<file path="src/rtl/display_scan_ctrl_if.sv">
// display_scan_ctrl_if
//   Bus between the processor-side writer and the display scan controller.
//   master: drives the write strobe/value, observes the scan outputs.
//   slave : the scan controller itself.
//   Signals:
//     data_i    [15:0] value to display, nibble k -> digit k (digit 0 rightmost)
//     we_i             single-cycle write strobe into the shadow register
//     Q_o       [1:0]  active digit index, to the anode decoder
//     digit_o   [3:0]  nibble of the active digit, to the segment decoder
//     blank_o          force all segments off for the active digit
//     tick_o           one-cycle pulse in the last cycle of each digit slot
//     pending_o        a written value is waiting for the next frame boundary
interface display_scan_ctrl_if;
    logic [15:0] data_i;
    logic        we_i;
    logic [1:0]  Q_o;
    logic [3:0]  digit_o;
    logic        blank_o;
    logic        tick_o;
    logic        pending_o;

    modport master (
        output data_i, we_i,
        input  Q_o, digit_o, blank_o, tick_o, pending_o
    );

    modport slave (
        input  data_i, we_i,
        output Q_o, digit_o, blank_o, tick_o, pending_o
    );
endinterface

</file>
<file path="src/rtl/display_scan_ctrl.sv">
// display_scan_ctrl
//   Scan controller for a 4-digit seven-segment display. Holds a 16-bit
//   value and cycles the active digit index at a rate of one digit per
//   REFRESH_DIV clocks. Writes land in a shadow register and are copied to
//   the display register only at a frame boundary (last cycle of digit 3),
//   so a frame never mixes old and new digits.
//
//   Parameters:
//     REFRESH_DIV  clocks per digit slot, legal 2..2**20
//   Ports:
//     clk_i        system clock
//     rst_n_i      asynchronous active-low reset
//     bus          display_scan_ctrl_if.slave (data_i/we_i in, scan outputs)
//   Build option:
//     LEADING_ZERO_BLANK_EN  when defined, leading-zero digits (never digit 0)
//                            assert blank_o; otherwise blank_o is tied low.
module display_scan_ctrl #(
    parameter int REFRESH_DIV = 10000
) (
    input  logic                 clk_i,
    input  logic                 rst_n_i,
    display_scan_ctrl_if.slave   bus
);

    localparam int              PRE_W    = $clog2(REFRESH_DIV);
    localparam logic [PRE_W-1:0] PRE_LAST = PRE_W'(REFRESH_DIV - 1);

    logic [PRE_W-1:0] pre;
    logic [1:0]       q;
    logic [15:0]      shd;
    logic [15:0]      disp;
    logic             pending;
    logic             tick;
    logic             frame_end;
    logic [3:0]       digit;
    logic             blank;

    // Decoded straight from the registered prescaler, so tick is glitch-free
    // relative to the clock and low while in reset.
    assign tick      = (pre == PRE_LAST);
    assign frame_end = tick && (q == 2'd3);

    always_ff @(posedge clk_i or negedge rst_n_i) begin
        if (!rst_n_i) begin
            pre     <= '0;
            q       <= 2'd0;
            shd     <= 16'h0000;
            disp    <= 16'h0000;
            pending <= 1'b0;
        end else begin
            if (tick) begin
                pre <= '0;
                q   <= q + 2'd1;
            end else begin
                pre <= pre + PRE_W'(1);
            end

            if (bus.we_i) begin
                shd <= bus.data_i;
            end

            // disp takes the pre-write shd when a write coincides with the
            // boundary; the new write stays pending for the next frame.
            if (frame_end && pending) begin
                disp <= shd;
            end

            if (bus.we_i) begin
                pending <= 1'b1;
            end else if (frame_end) begin
                pending <= 1'b0;
            end
        end
    end

    always_comb begin
        digit = disp[{q, 2'b00} +: 4];
    end

`ifdef LEADING_ZERO_BLANK_EN
    // Digit k is a leading zero when it and every more-significant digit
    // are zero. Digit 0 always shows so that a value of 0 reads "0".
    always_comb begin
        blank = 1'b0;
        case (q)
            2'd1:    blank = (disp[15:4]  == 12'h000);
            2'd2:    blank = (disp[15:8]  == 8'h00);
            2'd3:    blank = (disp[15:12] == 4'h0);
            default: blank = 1'b0;
        endcase
    end
`else
    assign blank = 1'b0;
`endif

    assign bus.Q_o       = q;
    assign bus.digit_o   = digit;
    assign bus.blank_o   = blank;
    assign bus.tick_o    = tick;
    assign bus.pending_o = pending;

endmodule

</file>
<file path="src/flat_wrapper.sv">
// flat-port wrapper written by rule: the top's interface ports become plain ports
module display_scan_ctrl_flat 
#(
    parameter int REFRESH_DIV = 10000
)
  (clk_i, rst_n_i, bus_data_i, bus_we_i, bus_Q_o, bus_digit_o, bus_blank_o, bus_tick_o, bus_pending_o);
  display_scan_ctrl_if bus_i ();
  input  logic clk_i;
  input  logic rst_n_i;
  input wire logic [$bits(bus_i.data_i)-1:0] bus_data_i;
  input wire logic [$bits(bus_i.we_i)-1:0] bus_we_i;
  output wire logic [$bits(bus_i.Q_o)-1:0] bus_Q_o;
  output wire logic [$bits(bus_i.digit_o)-1:0] bus_digit_o;
  output wire logic [$bits(bus_i.blank_o)-1:0] bus_blank_o;
  output wire logic [$bits(bus_i.tick_o)-1:0] bus_tick_o;
  output wire logic [$bits(bus_i.pending_o)-1:0] bus_pending_o;
  assign bus_i.data_i = bus_data_i;
  assign bus_i.we_i = bus_we_i;
  assign bus_Q_o = bus_i.Q_o;
  assign bus_digit_o = bus_i.digit_o;
  assign bus_blank_o = bus_i.blank_o;
  assign bus_tick_o = bus_i.tick_o;
  assign bus_pending_o = bus_i.pending_o;
  display_scan_ctrl #(.REFRESH_DIV(REFRESH_DIV)) u_core (.clk_i(clk_i), .rst_n_i(rst_n_i), .bus(bus_i));
endmodule
</file>
<file path="config.mk">
export PLATFORM = sky130hd
export DESIGN_NAME = display_scan_ctrl_flat
export DESIGN_NICKNAME = d
export VERILOG_FILES = /design/src/rtl/display_scan_ctrl_if.sv /design/src/rtl/display_scan_ctrl.sv /design/src/flat_wrapper.sv
export SDC_FILE = /design/constraint.sdc
export NUM_CORES = 1
export LEC_CHECK = 0
export ABC_AREA = 1
export BUFFER_PORTS_ARGS = -buffer_cell sky130_fd_sc_hd__buf_2
export CAP_MARGIN = 20
export CORE_UTILIZATION = 45
export CTS_CLUSTER_SIZE = 12
export DETAILED_ROUTE_END_ITERATION = 8
export GPL_ROUTABILITY_DRIVEN = 0
export GPL_TIMING_DRIVEN = 0
export PLACE_DENSITY_LB_ADDON = 0.05
export SETUP_SLACK_MARGIN = 0.5
export SYNTH_ARGS = -nofsm -noshare
export SYNTH_HDL_FRONTEND = slang
export SYNTH_SLANG_ARGS = --single-unit
export TNS_END_PERCENT = 1
</file>
<file path="constraint.sdc">
create_clock -name clk_i -period 1.5 [get_ports clk_i]
set_clock_uncertainty 0.15 [all_clocks]
set_input_delay 0.075 -clock clk_i [delete_from_list [all_inputs] [get_ports clk_i]]
set_output_delay 0.075 -clock clk_i [all_outputs]
set_load 0.03 [all_outputs]
</file>
# Yosys cells after proc, flatten, opt, wreduce, memory -nomap -nowiden
# Cells that the tools add are included.
# op_classes
order_cmp,0
n_bitwise,0
shifts,1
add_sub_neg,2
muxes,3
mul,0
eq_ne,2
n_reduce_logical,3
div,0
# op_table
cell,n
16-bit by 5-bit variable part select with 4-bit output,1
"14-bit by 1-bit adder with 14-bit output, second input constant",1
"14-bit equality test, second input constant",1
14-bit 2-to-1 mux,1
"2-bit by 1-bit adder with 2-bit output, second input constant",1
"2-bit equality test, second input constant",1
1-bit logical AND,2
1-bit 2-to-1 mux,2
2-bit nonzero test,1
# word_totals
latch_bits,0
rom_bits,0
input_bits,19
wordCells,16
ramBits,0
memories,0
register_bits,49
output_inout_bits,9

# Depth between registers and ports, before layout
# Gate-level depths: netlist of the first run.
# logic_depth
word_depth,4
mapped_depth,9
mapped_depth_nobuf,9

# Least setup slack after synthesis of the first run
# No wires, ideal clock.
# synth_path
path_type,reg-to-output
startpoint,register u_core.q[0] (netlist: u_core.bus.Q_o[0])
endpoint,output bus_digit_o[0]
n_path_buf,1
path_slack_ns,-0.108
arrival_time_ns,1.383
path_stages_with_launch,5
t_required_ns,1.275
cell_sequence,dfrtp_1 -> buf_2 -> clkinv_1 -> o21ai_0 -> o22ai_1
# synth_between
elab_chain_cells,1
# synth_rtl
element,line,text
start: declaration,display_scan_ctrl.sv:29,logic [1:0] q;
start signal: assignment,display_scan_ctrl.sv:53,q <= q + 2'd1;
16-bit by 5-bit variable part select with 4-bit output,display_scan_ctrl.sv:77,"digit = disp[{q, 2'b00} +: 4];"
end: declaration,flat_wrapper.sv:13,output wire logic [$bits(bus_i.digit_o)-1:0] bus_digit_o;
# No other way between the ends.

# Worst setup path in the final report of the first run
# layout_path
startpoint,register u_core.pre[12]
endpoint,output bus_tick_o
# layout_between
elab_chain_cells,1
# layout_rtl
element,line,text
start: declaration,display_scan_ctrl.sv:28,logic [PRE_W-1:0] pre;
start signal: assignment,display_scan_ctrl.sv:55,pre <= pre + PRE_W'(1);
14-bit equality test,display_scan_ctrl.sv:40,assign tick = (pre == PRE_LAST);
end: declaration,flat_wrapper.sv:15,output wire logic [$bits(bus_i.tick_o)-1:0] bus_tick_o;
# No other way between the ends.

==> results of run 1 <==
[cell families (layout without fill, tap and decap cells)]
logic type | Yosys count | in the layout | share of synthesized area
buf+inv | 32 | 90 | 0.0724
fa+ha+maj | 2 | 2 | 0.0106
compound gates | 16 | 16 | 0.0362
other cells | 1 | 1 | 0.00160
simple gates | 172 | 172 | 0.332
xor+xnor | 7 | 7 | 0.0261
flops | 49 | 49 | 0.522
[timing repair]
item | 4_1_cts | 5_1_grt
setup buffers | 4 | 3
setup endpoints to repair | 41 | 41
endpoints found under the hold margin | 65 | 19
pin swaps | 8 | 7
resized for setup | 30 | 11
[per-stage QoR]
| stage | hold WS, ps | instance area, µm² | cells | power [mW] | worst slack (ps) |
|---|---|---|---|---|---|
| 2_1_floorplan | -371 | 2390 | 279 | 1.45 | 23.2 |
| 3_3_place_gp | 125 | 2590 | 371 | 1.51 | -133 |
| 3_5_place_dp | 129 | 2590 | 371 | 1.51 | -140 |
| 4_1_cts | -137 | 2960 | 400 | 2.35 | -221 |
| 5_1_grt | -408 | 3040 | 404 | 2.43 | -250 |
| 6_report | -434 | 3040 | 404 | 2.34 | -138 |
[power groups by stage]
stage          Sequential [mW]  Combinational [mW]  Clock, mW
6_report                  1.38               0.145      0.812
5_1_grt                   1.38               0.166      0.883
4_1_cts                   1.38               0.141      0.829
3_5_place_dp              1.41               0.107          0
3_3_place_gp              1.40               0.104          0
2_1_floorplan             1.40              0.0496          0
[layer usage]
metal / up-vias / share of wire / GRT usage
met5: - / 0 / 0
met4: 0 / 0.014 / 0.0818
met3: 6 / 0.020 / 0.0488
met2: 25 / 0.49 / 0.336
met1: 889 / 0.47 / 0.251
li1: 1002 / - / -
[worst max-delay path, cell delays in order (launching register included)]
cell and delay (ps):
dfrtp_1 420, inv_2 80, nand2_2 70, nor2_4 130, nand2_2 80, nor2_4 100
buf_6 110, buf_6 120
[sequential cells by signal (all words and copies together) (netlist names)]
name                  cells
u_core.disp              16
u_core.pre               14
u_core.shd               16
u_core.bus.Q_o            2
u_core.bus.pending_o      1
[final timing paths]
| check | start | end | cells after the start |
|---|---|---|---|
| min in group clk_i | bus_we_i | u_core.shd[15]$_DFFE_PN0P_ | 4 |
| max reg2reg | u_core.pre[1]$_DFF_PN0_ | u_core.disp[13]$_DFFE_PN0P_ | 9 |
| min reg2reg | u_core.shd[14]$_DFFE_PN0P_ | u_core.shd[14]$_DFFE_PN0P_ | 2 |
| max in group asynchronous | rst_n_i | u_core.pre[7]$_DFF_PN0_ | 2 |
| min | rst_n_i | u_core.pre[10]$_DFF_PN0_ | 1 |
| max | u_core.pre[12]$_DFF_PN0_ | bus_tick_o | 7 |
[cell type report]
type / instances / area [µm²]
sequential: 49 / 1230
timing repair buffer: 50 / 408
clock buffer: 8 / 90.1
buffer: 12 / 109
inverter: 20 / 87.6
multi-input combinational: 198 / 1030
tap: 67 / 83.8
fill: 457 / 1840
[cell usage in the layout, fill, tap and decap left out, types with 3 or more instances in the layout]
master	n
dfrtp_2	4
nor3_1	4
nand3_1	4
nor2_4	7
o22ai_2	4
nand2_2	5
nand4_1	18
dlygate4sd3_1	17
xor2_1	4
nor2_2	4
clkbuf_1	5
o21ai_1	7
clkbuf_8	8
dfrtp_1	45
inv_2	4
buf_4	9
nand2_1	103
nor2_1	23
inv_1	14
xnor2_1	3
buf_2	20
buf_6	8
==> flow_summary_export.csv, run 1 <==
group,metric,value,unit
power_and_ir_drop,seq_power_share,0.590,
worst_setup_path,arrival,1410,ps
timing,hold_viol,49,
yosys,syn-mean-instance-area,8.43,µm²
timing,fin_ws,-138,ps
power_and_ir_drop,powerDensity,769,nW/µm²
worst_setup_path,worstPathRequired,1270,ps
yosys,synth_area_leader_cell,"dfrtp_1",
power_and_ir_drop,power.share.combinational,0.062,
yosys,ys_top_cells_by_count,"nand2_1, dfrtp_1, nor2_1",
clocking,clock-sinks,49,
yosys,ys.flop_type,"dfrtp_1",
power_and_ir_drop,power.internal,1.81,mW
global_routing,grt_pass1_vias,1787,
yosys,synth-edff-count,0,
final_layout,drive_gt1_frac,0.246,
clocking,cts-buffers-inserted,5,
place,port_buffers,25,
power_and_ir_drop,p_leak,1.58,nW
clocking,ctsHtreeMaxLevel,2,
global_routing,grt_max_degree,50,
yosys,synthArstFlopShare,1.00,
hold_path,hold_path.class,"input port to asynchronous set/reset pin",
floorplanning,pin_count,28,
route,wl_per_cell,12.2,µm
floorplanning,die_area,5520,µm²
final_layout,syn_to_final_growth,29.3,%
yosys,synth.most_common_cell,"nand2_1",
yosys,syn_inst,279,
power_and_ir_drop,p_switching,0.532,mW
run,max_cap_viol_count,0,
worst_setup_path,ff2ff_setup_slack,-80,ps
clocking,cts_tree,"yes",
final_layout,antenna_cells,0,
timing,timing.hold.ws,-434,ps
route,drtAntennaViolNets,0,
floorplanning,initial_utilization,0.482,
route,firstDrtPassIters,4,
power_and_ir_drop,max-vdd-ir-drop,393,µV
timing,setup_viol,20,
floorplanning,std_cell_rows,25,
timing,max_clock_freq,0.611,GHz
yosys,ys_ff_latch,49,
yosys,yosysWarnings,0,
clocking,worst_skew_pair.late_latency,310,ps
floorplanning,fp.coreArea,4880,µm²
global_routing,grt_overflow,0,
yosys,syn_nets,300,
final_layout,utilization,0.623,
place,hpwl,3.25,mm
route,avgViaCountPerCell,4.76,
global_routing,grt_pass1_wl,8.12,mm
worst_setup_path,critPathKind,"flop to output port",
worst_setup_path,critPathCaptureType,"output port",
yosys,synth-seq-area-share,0.522,
floorplanning,die_x,74.3,µm
route,drcViolationCount,0,
timing,fin_crit,1640,ps
timing,timing.final.crit_share,1.09,
timing,rsz0062_at_grt,"yes",
run_status,status,"finished with violations",
worst_setup_path,start_kind,"flop",
worst_setup_path,crit_fanout,3,
clocking,hold_buffers,17,
clocking,cts-root-buf,"clkbuf_8",
route,initialDrtViolationCount,86,
clocking,clockBufferDepth,2,
clocking,clk_pin_slew,90,ps
floorplanning,die_height,74.3,µm
yosys,synthDistinctLibCells,26,
power_and_ir_drop,power.share.clock,0.347,
global_routing,antenna_found_initial,0,
yosys,synth_top_area_frac,0.522,
yosys,syn_area,2350,µm²
timing,slew_viol_final,0,
route,vias,1922,
timing,tns,-1160,ps
run_status,violations,"hold timing, setup timing",
final_layout,final_nets,357,
power_and_ir_drop,swShare,0.228,
global_routing,grt_usage,0.201,
yosys,ys_top_cells_by_area,"dfrtp_1, nand2_1, nand4_1",
route,routed_wl,4.93,mm
Note: power is estimated with default switching activity, not from simulation.
==> run 2: changes to the inputs <==
- CELL_PAD_IN_SITES_DETAIL_PLACEMENT: default -> 1
- CELL_PAD_IN_SITES_GLOBAL_PLACEMENT: default -> 1
- CORE_UTILIZATION: 45 -> 39
==> run 2 against run 1 <==
Flip-flop and latch count did not move; the run still ends with hold timing, setup timing left; combinational power barely moved; non-clock buffer count rose by 4; count of clock-buffer cells in the layout fell by 1; worst setup slack got worse by 35 ps.
==> flow_summary_export.csv, run 2 (same netlist as run 1, synthesis figures left out) <==
group,metric,value,unit
run_status,status,"finished with violations",
run_status,violations,"hold timing, setup timing",
timing,slew_headroom,0.623,
clocking,clk_pin_slew,90,ps
route,wl_per_cell,14.5,µm
global_routing,grt_pass1_wl,10.1,mm
floorplanning,initial_utilization,0.417,
final_layout,final_nets,361,
timing,fin_crit,1670,ps
place,port_buffers,25,
worst_setup_path,max_stage_delay,400,ps
final_layout,drive_gt1_frac,0.261,
global_routing,grt_max_degree,28,
worst_setup_path,arrival,1450,ps
worst_setup_path,r2r-start,"u_core.pre[1]$_DFF_PN0_",
timing,timing.hold.ws,-399,ps
final_layout,syn_to_final_growth,32.9,%
worst_setup_path,start_kind,"flop",
floorplanning,fp.coreArea,5640,µm²
final_layout,fill_cells,680,
route,vias,1973,
floorplanning,pin_count,28,
floorplanning,die_area,6340,µm²
worst_setup_path,crit_fanout,2,
floorplanning,std_cell_rows,27,
timing,max_clock_freq,0.598,GHz
global_routing,grt_pass1_vias,2090,
place,dp_slack,-202,ps
worst_setup_path,worstPathRequired,1270,ps
clocking,clockBufferDepth,2,
route,drtAntennaViolNets,0,
worst_setup_path,crit_chain,"ha_4 > nand2_4 > nor2_4 > nand2_2 > nor2_4 > buf_6 > buf_6",
route,firstDrtPassIters,4,
hold_path,hold_path.class,"input port to asynchronous set/reset pin",
route,avgViaCountPerCell,4.78,
timing,hold_viol,49,
timing,timing.final.crit_share,1.11,
clocking,hold_buffers,17,
clocking,cts-buffers-inserted,5,
worst_setup_path,critPathTopFamily,"flip-flops",
timing,rsz0062_at_grt,"yes",
worst_setup_path,critPathKind,"flop to output port",
worst_setup_path,ff2ff_setup_slack,-120,ps
power_and_ir_drop,powerDensity,806,nW/µm²
floorplanning,die_x,79.6,µm
power_and_ir_drop,max-vdd-ir-drop,450,µV
worst_setup_path,critPathCaptureType,"output port",
worst_setup_path,r2r_cells,9,
clocking,worst_skew_pair.late_latency,300,ps
run,max_cap_viol_count,0,
worst_setup_path,worst-path-buf-inv,2,
final_layout,utilization,0.554,
clocking,ctsHtreeMaxLevel,2,
timing,setup_viol,21,
clocking,cts-root-buf,"clkbuf_8",
global_routing,grt_usage,0.212,
timing,slew_viol_final,0,
place,hpwl,3.98,mm
clocking,clock-sinks,49,
final_layout,layout_commonest_cell,"nand2_1",
route,routed_wl,5.99,mm
power_and_ir_drop,p_leak,1.63,nW
timing,worst_pin_slew,566,ps
floorplanning,die_height,79.6,µm
worst_setup_path,r2r-end,"u_core.disp[4]$_DFFE_PN0P_",
global_routing,antenna_found_initial,0,
route,drcViolationCount,0,
clocking,cts_tree,"yes",
final_layout,antenna_cells,0,
worst_setup_path,critical_path.slowest_cell,"dfrtp_1",
final_layout,layout_top_registers,"u_core.disp x16, u_core.shd x16, u_core.pre x14",
timing,fin_ws,-172,ps
route,initialDrtViolationCount,29,
global_routing,grt_overflow,0,
final_layout,final_cell_mix,"nand2_1, dfrtp_1, nor2_1, buf_2, nand4_1",
==> run 2: cell types whose count changed in the layout (fill, tap and decap cells not counted), sizes merged <==
cell    previous run  this run
bufinv             0         1
clkbuf            13        12
buf               40        44
==> run 2: area by class of cell <==
class / instances / area, µm² / area share
well taps: 72 / 90.1 / 0.0288
flip-flops and latches: 49 / 1230 / 0.394
inverters: 20 / 87.6 / 0.0280
clock inverters: 1 / 30.0 / 0.00961
plain buffers: 12 / 109 / 0.0348
repair buffers: 54 / 449 / 0.144
clock buffers: 7 / 86.3 / 0.0276
multi-input cells: 198 / 1040 / 0.334
==> run 2: metrics by stage <==
stage          std cells  power (mW)  TNS [ps]  instance area (µm²)  hold slack [ps]
2_1_floorplan        279        1.45         0                 2390             -371
3_3_place_gp         376        1.51     -2280                 2600              124
3_5_place_dp         377        1.52     -3260                 2620            -54.4
4_1_cts              406        2.55     -2780                 3040             -392
5_1_grt              413        2.62     -4550                 3120             -365
6_report             413        2.52     -1920                 3120             -399
==> run 2: where the power goes <==
group | switching (mW) | internal [mW]
combinational | 0.0777 | 0.0705
sequential | 0.0213 | 1.36
clock | 0.446 | 0.544
==> run 2: worst max path at each step <==
stage                                  to  slack [ps]                    start  cells past startpoint
2_1_floorplan  u_core.disp[2]$_DFFE_PN0P_          20  u_core.pre[0]$_DFF_PN0_                      8
3_3_place_gp                   bus_tick_o        -160  u_core.pre[0]$_DFF_PN0_                      7
3_5_place_dp   u_core.disp[4]$_DFFE_PN0P_        -200  u_core.pre[0]$_DFF_PN0_                      9
4_1_cts                        bus_tick_o        -230  u_core.pre[0]$_DFF_PN0_                      7
5_1_grt                        bus_tick_o        -260  u_core.pre[1]$_DFF_PN0_                      7
6_report                       bus_tick_o        -170  u_core.pre[1]$_DFF_PN0_                      7
==> run 2: layer usage <==
layer | global-route usage | routed length [µm] | vias up
li1 | - | - | 1006
met1 | 0.271 | 2760 | 930
met2 | 0.360 | 3010 | 27
met3 | 0.0343 | 119 | 10
met4 | 0.0745 | 100 | 0
met5 | 0 | 0 | -
==> run 2: repair_timing <==
action	4_1_cts	5_1_grt
pin swaps	8	11
cloned	0	0
endpoints found under the setup margin	41	41
setup buffers	4	7
resized for setup	33	13
endpoints found under the hold margin	38	22
==> run 3: changes to the inputs <==
- SKIP_CTS_REPAIR_TIMING: default -> 1
==> run 3 against run 2 <==
The run still ends with hold timing, setup timing left; critical path depth did not move; utilization fell by 1.7 points; count of clock-buffer cells in the layout did not move; register-to-register slack got worse by 150 ps; fmax fell by 10%; critical path type unchanged; critical endpoint unchanged; highest routed layer unchanged.
==> flow_summary_export.csv, run 3 (same netlist as run 1, synthesis figures left out) <==
group,metric,value,unit
timing,fin_crit,1860,ps
timing,max_clock_freq,0.538,GHz
final_layout,fill_cells,685,
worst_setup_path,critPathKind,"flop to output port",
route,drtAntennaViolNets,0,
timing,timing.hold.ws,-398,ps
power_and_ir_drop,p_leak,1.59,nW
final_layout,utilization,0.537,
timing,slew_viol_final,0,
floorplanning,fp.coreArea,5640,µm²
floorplanning,std_cell_rows,27,
run,max_cap_viol_count,0,
run_status,violations,"hold timing, setup timing",
worst_setup_path,r2r-start,"u_core.pre[0]$_DFF_PN0_",
worst_setup_path,r2r_cells,10,
timing,fin_ws,-358,ps
place,hpwl,3.98,mm
final_layout,final_nets,360,
worst_setup_path,cp-startpoint,"u_core.pre[0]$_DFF_PN0_",
hold_path,hold_path.class,"input port to asynchronous set/reset pin",
route,drcViolationCount,0,
timing,slew_headroom,0.627,
final_layout,antenna_cells,0,
floorplanning,initial_utilization,0.417,
global_routing,grt_usage,0.192,
timing,setup_viol,24,
clocking,clk_pin_slew,90,ps
worst_setup_path,critPathCaptureType,"output port",
timing,rsz0062_at_grt,"yes",
timing,timing.final.crit_share,1.24,
final_layout,final_cell_mix,"nand2_1, dfrtp_1, nor2_1, buf_2, nand4_1",
route,avgViaCountPerCell,4.75,
place,port_buffers,25,
worst_setup_path,start_kind,"flop",
route,wl_per_cell,13.9,µm
worst_setup_path,cp_num_cells,7,
clocking,clock-sinks,49,
floorplanning,die_area,6340,µm²
clocking,cts-buffers-inserted,5,
worst_setup_path,critPathTopFamily,"simple AND/OR/NAND/NOR gates",
worst_setup_path,max_stage_delay,380,ps
final_layout,layout_commonest_cell,"nand2_1",
clocking,cts-root-buf,"clkbuf_8",
worst_setup_path,r2r-end,"u_core.disp[3]$_DFFE_PN0P_",
timing,hold_viol,49,
final_layout,syn_to_final_growth,28.8,%
clocking,clockBufferDepth,2,
route,firstDrtPassIters,4,
clocking,ctsHtreeMaxLevel,2,
timing,worst_pin_slew,560,ps
power_and_ir_drop,powerDensity,827,nW/µm²
run_status,status,"finished with violations",
worst_setup_path,crit_fanout,7,
floorplanning,die_x,79.6,µm
final_layout,layout_top_registers,"u_core.disp x16, u_core.shd x16, u_core.pre x14",
global_routing,antenna_found_initial,0,
route,vias,1959,
global_routing,grt_max_degree,28,
worst_setup_path,ff2ff_setup_slack,-270,ps
power_and_ir_drop,max-vdd-ir-drop,437,µV
global_routing,grt_overflow,0,
global_routing,grt_pass1_wl,9.22,mm
floorplanning,pin_count,28,
route,routed_wl,5.73,mm
route,initialDrtViolationCount,65,
worst_setup_path,worst-path-buf-inv,2,
global_routing,grt_pass1_vias,1919,
clocking,cts_tree,"yes",
worst_setup_path,crit_chain,"ha_2 > nand2_4 > nor2_4 > nand2_2 > nor2_4 > buf_6 > buf_6",
worst_setup_path,arrival,1630,ps
clocking,worst_skew_pair.late_latency,300,ps
final_layout,drive_gt1_frac,0.241,
worst_setup_path,critical_path.slowest_cell,"dfrtp_1",
floorplanning,die_height,79.6,µm
worst_setup_path,worstPathRequired,1270,ps
==> run 3: per-stage QoR <==
| step | setup WS (ps) | instances | instance area (µm²) | power [mW] | TNS [ps] |
|---|---|---|---|---|---|
| after floorplan | 23.2 | 279 | 2390 | 1.45 | 0 |
| after global placement | -156 | 376 | 2600 | 1.51 | -2280 |
| after detailed placement | -202 | 377 | 2620 | 1.52 | -3260 |
| after CTS | -527 | 385 | 2740 | 2.51 | -5410 |
| after global routing | -458 | 412 | 3030 | 2.62 | -7590 |
| final | -358 | 412 | 3030 | 2.51 | -4530 |
==> run 3: routing by layer <==
layer,track usage,part of all wire,up-vias
li1,-,-,1002
met2,0.304,0.49,25
met5,0,0,-
met3,0.0331,0.021,9
met1,0.260,0.48,923
met4,0.0782,0.014,0
==> run 3: how the worst max path moves through the flow <==
stage | to | slack, ps
floorplan | u_core.disp[2]$_DFFE_PN0P_ | 20
global placement | bus_tick_o | -160
detailed placement | u_core.disp[4]$_DFFE_PN0P_ | -200
CTS | bus_tick_o | -530
global route | bus_tick_o | -460
finish | bus_tick_o | -360
==> run 3: cell type report <==
class	count	area [µm²]	share of cell area
plain buffers	12	101	0.0335
clock buffers	7	86.3	0.0285
clock inverters	1	30.0	0.00991
inverters	20	78.8	0.0260
multi-input cells	198	1000	0.332
flip-flops and latches	49	1230	0.406
well taps	72	90.1	0.0297
repair buffers	52	402	0.133
repair inverters	1	5.00	0.00165
==> run 3: where the power goes <==
group / switching (mW) / total, mW / internal (mW)
Clock: 0.438 / 0.982 / 0.544
Combinational: 0.0752 / 0.146 / 0.0704
Sequential: 0.0209 / 1.38 / 1.36
Total: 0.534 / 2.51 / 1.97
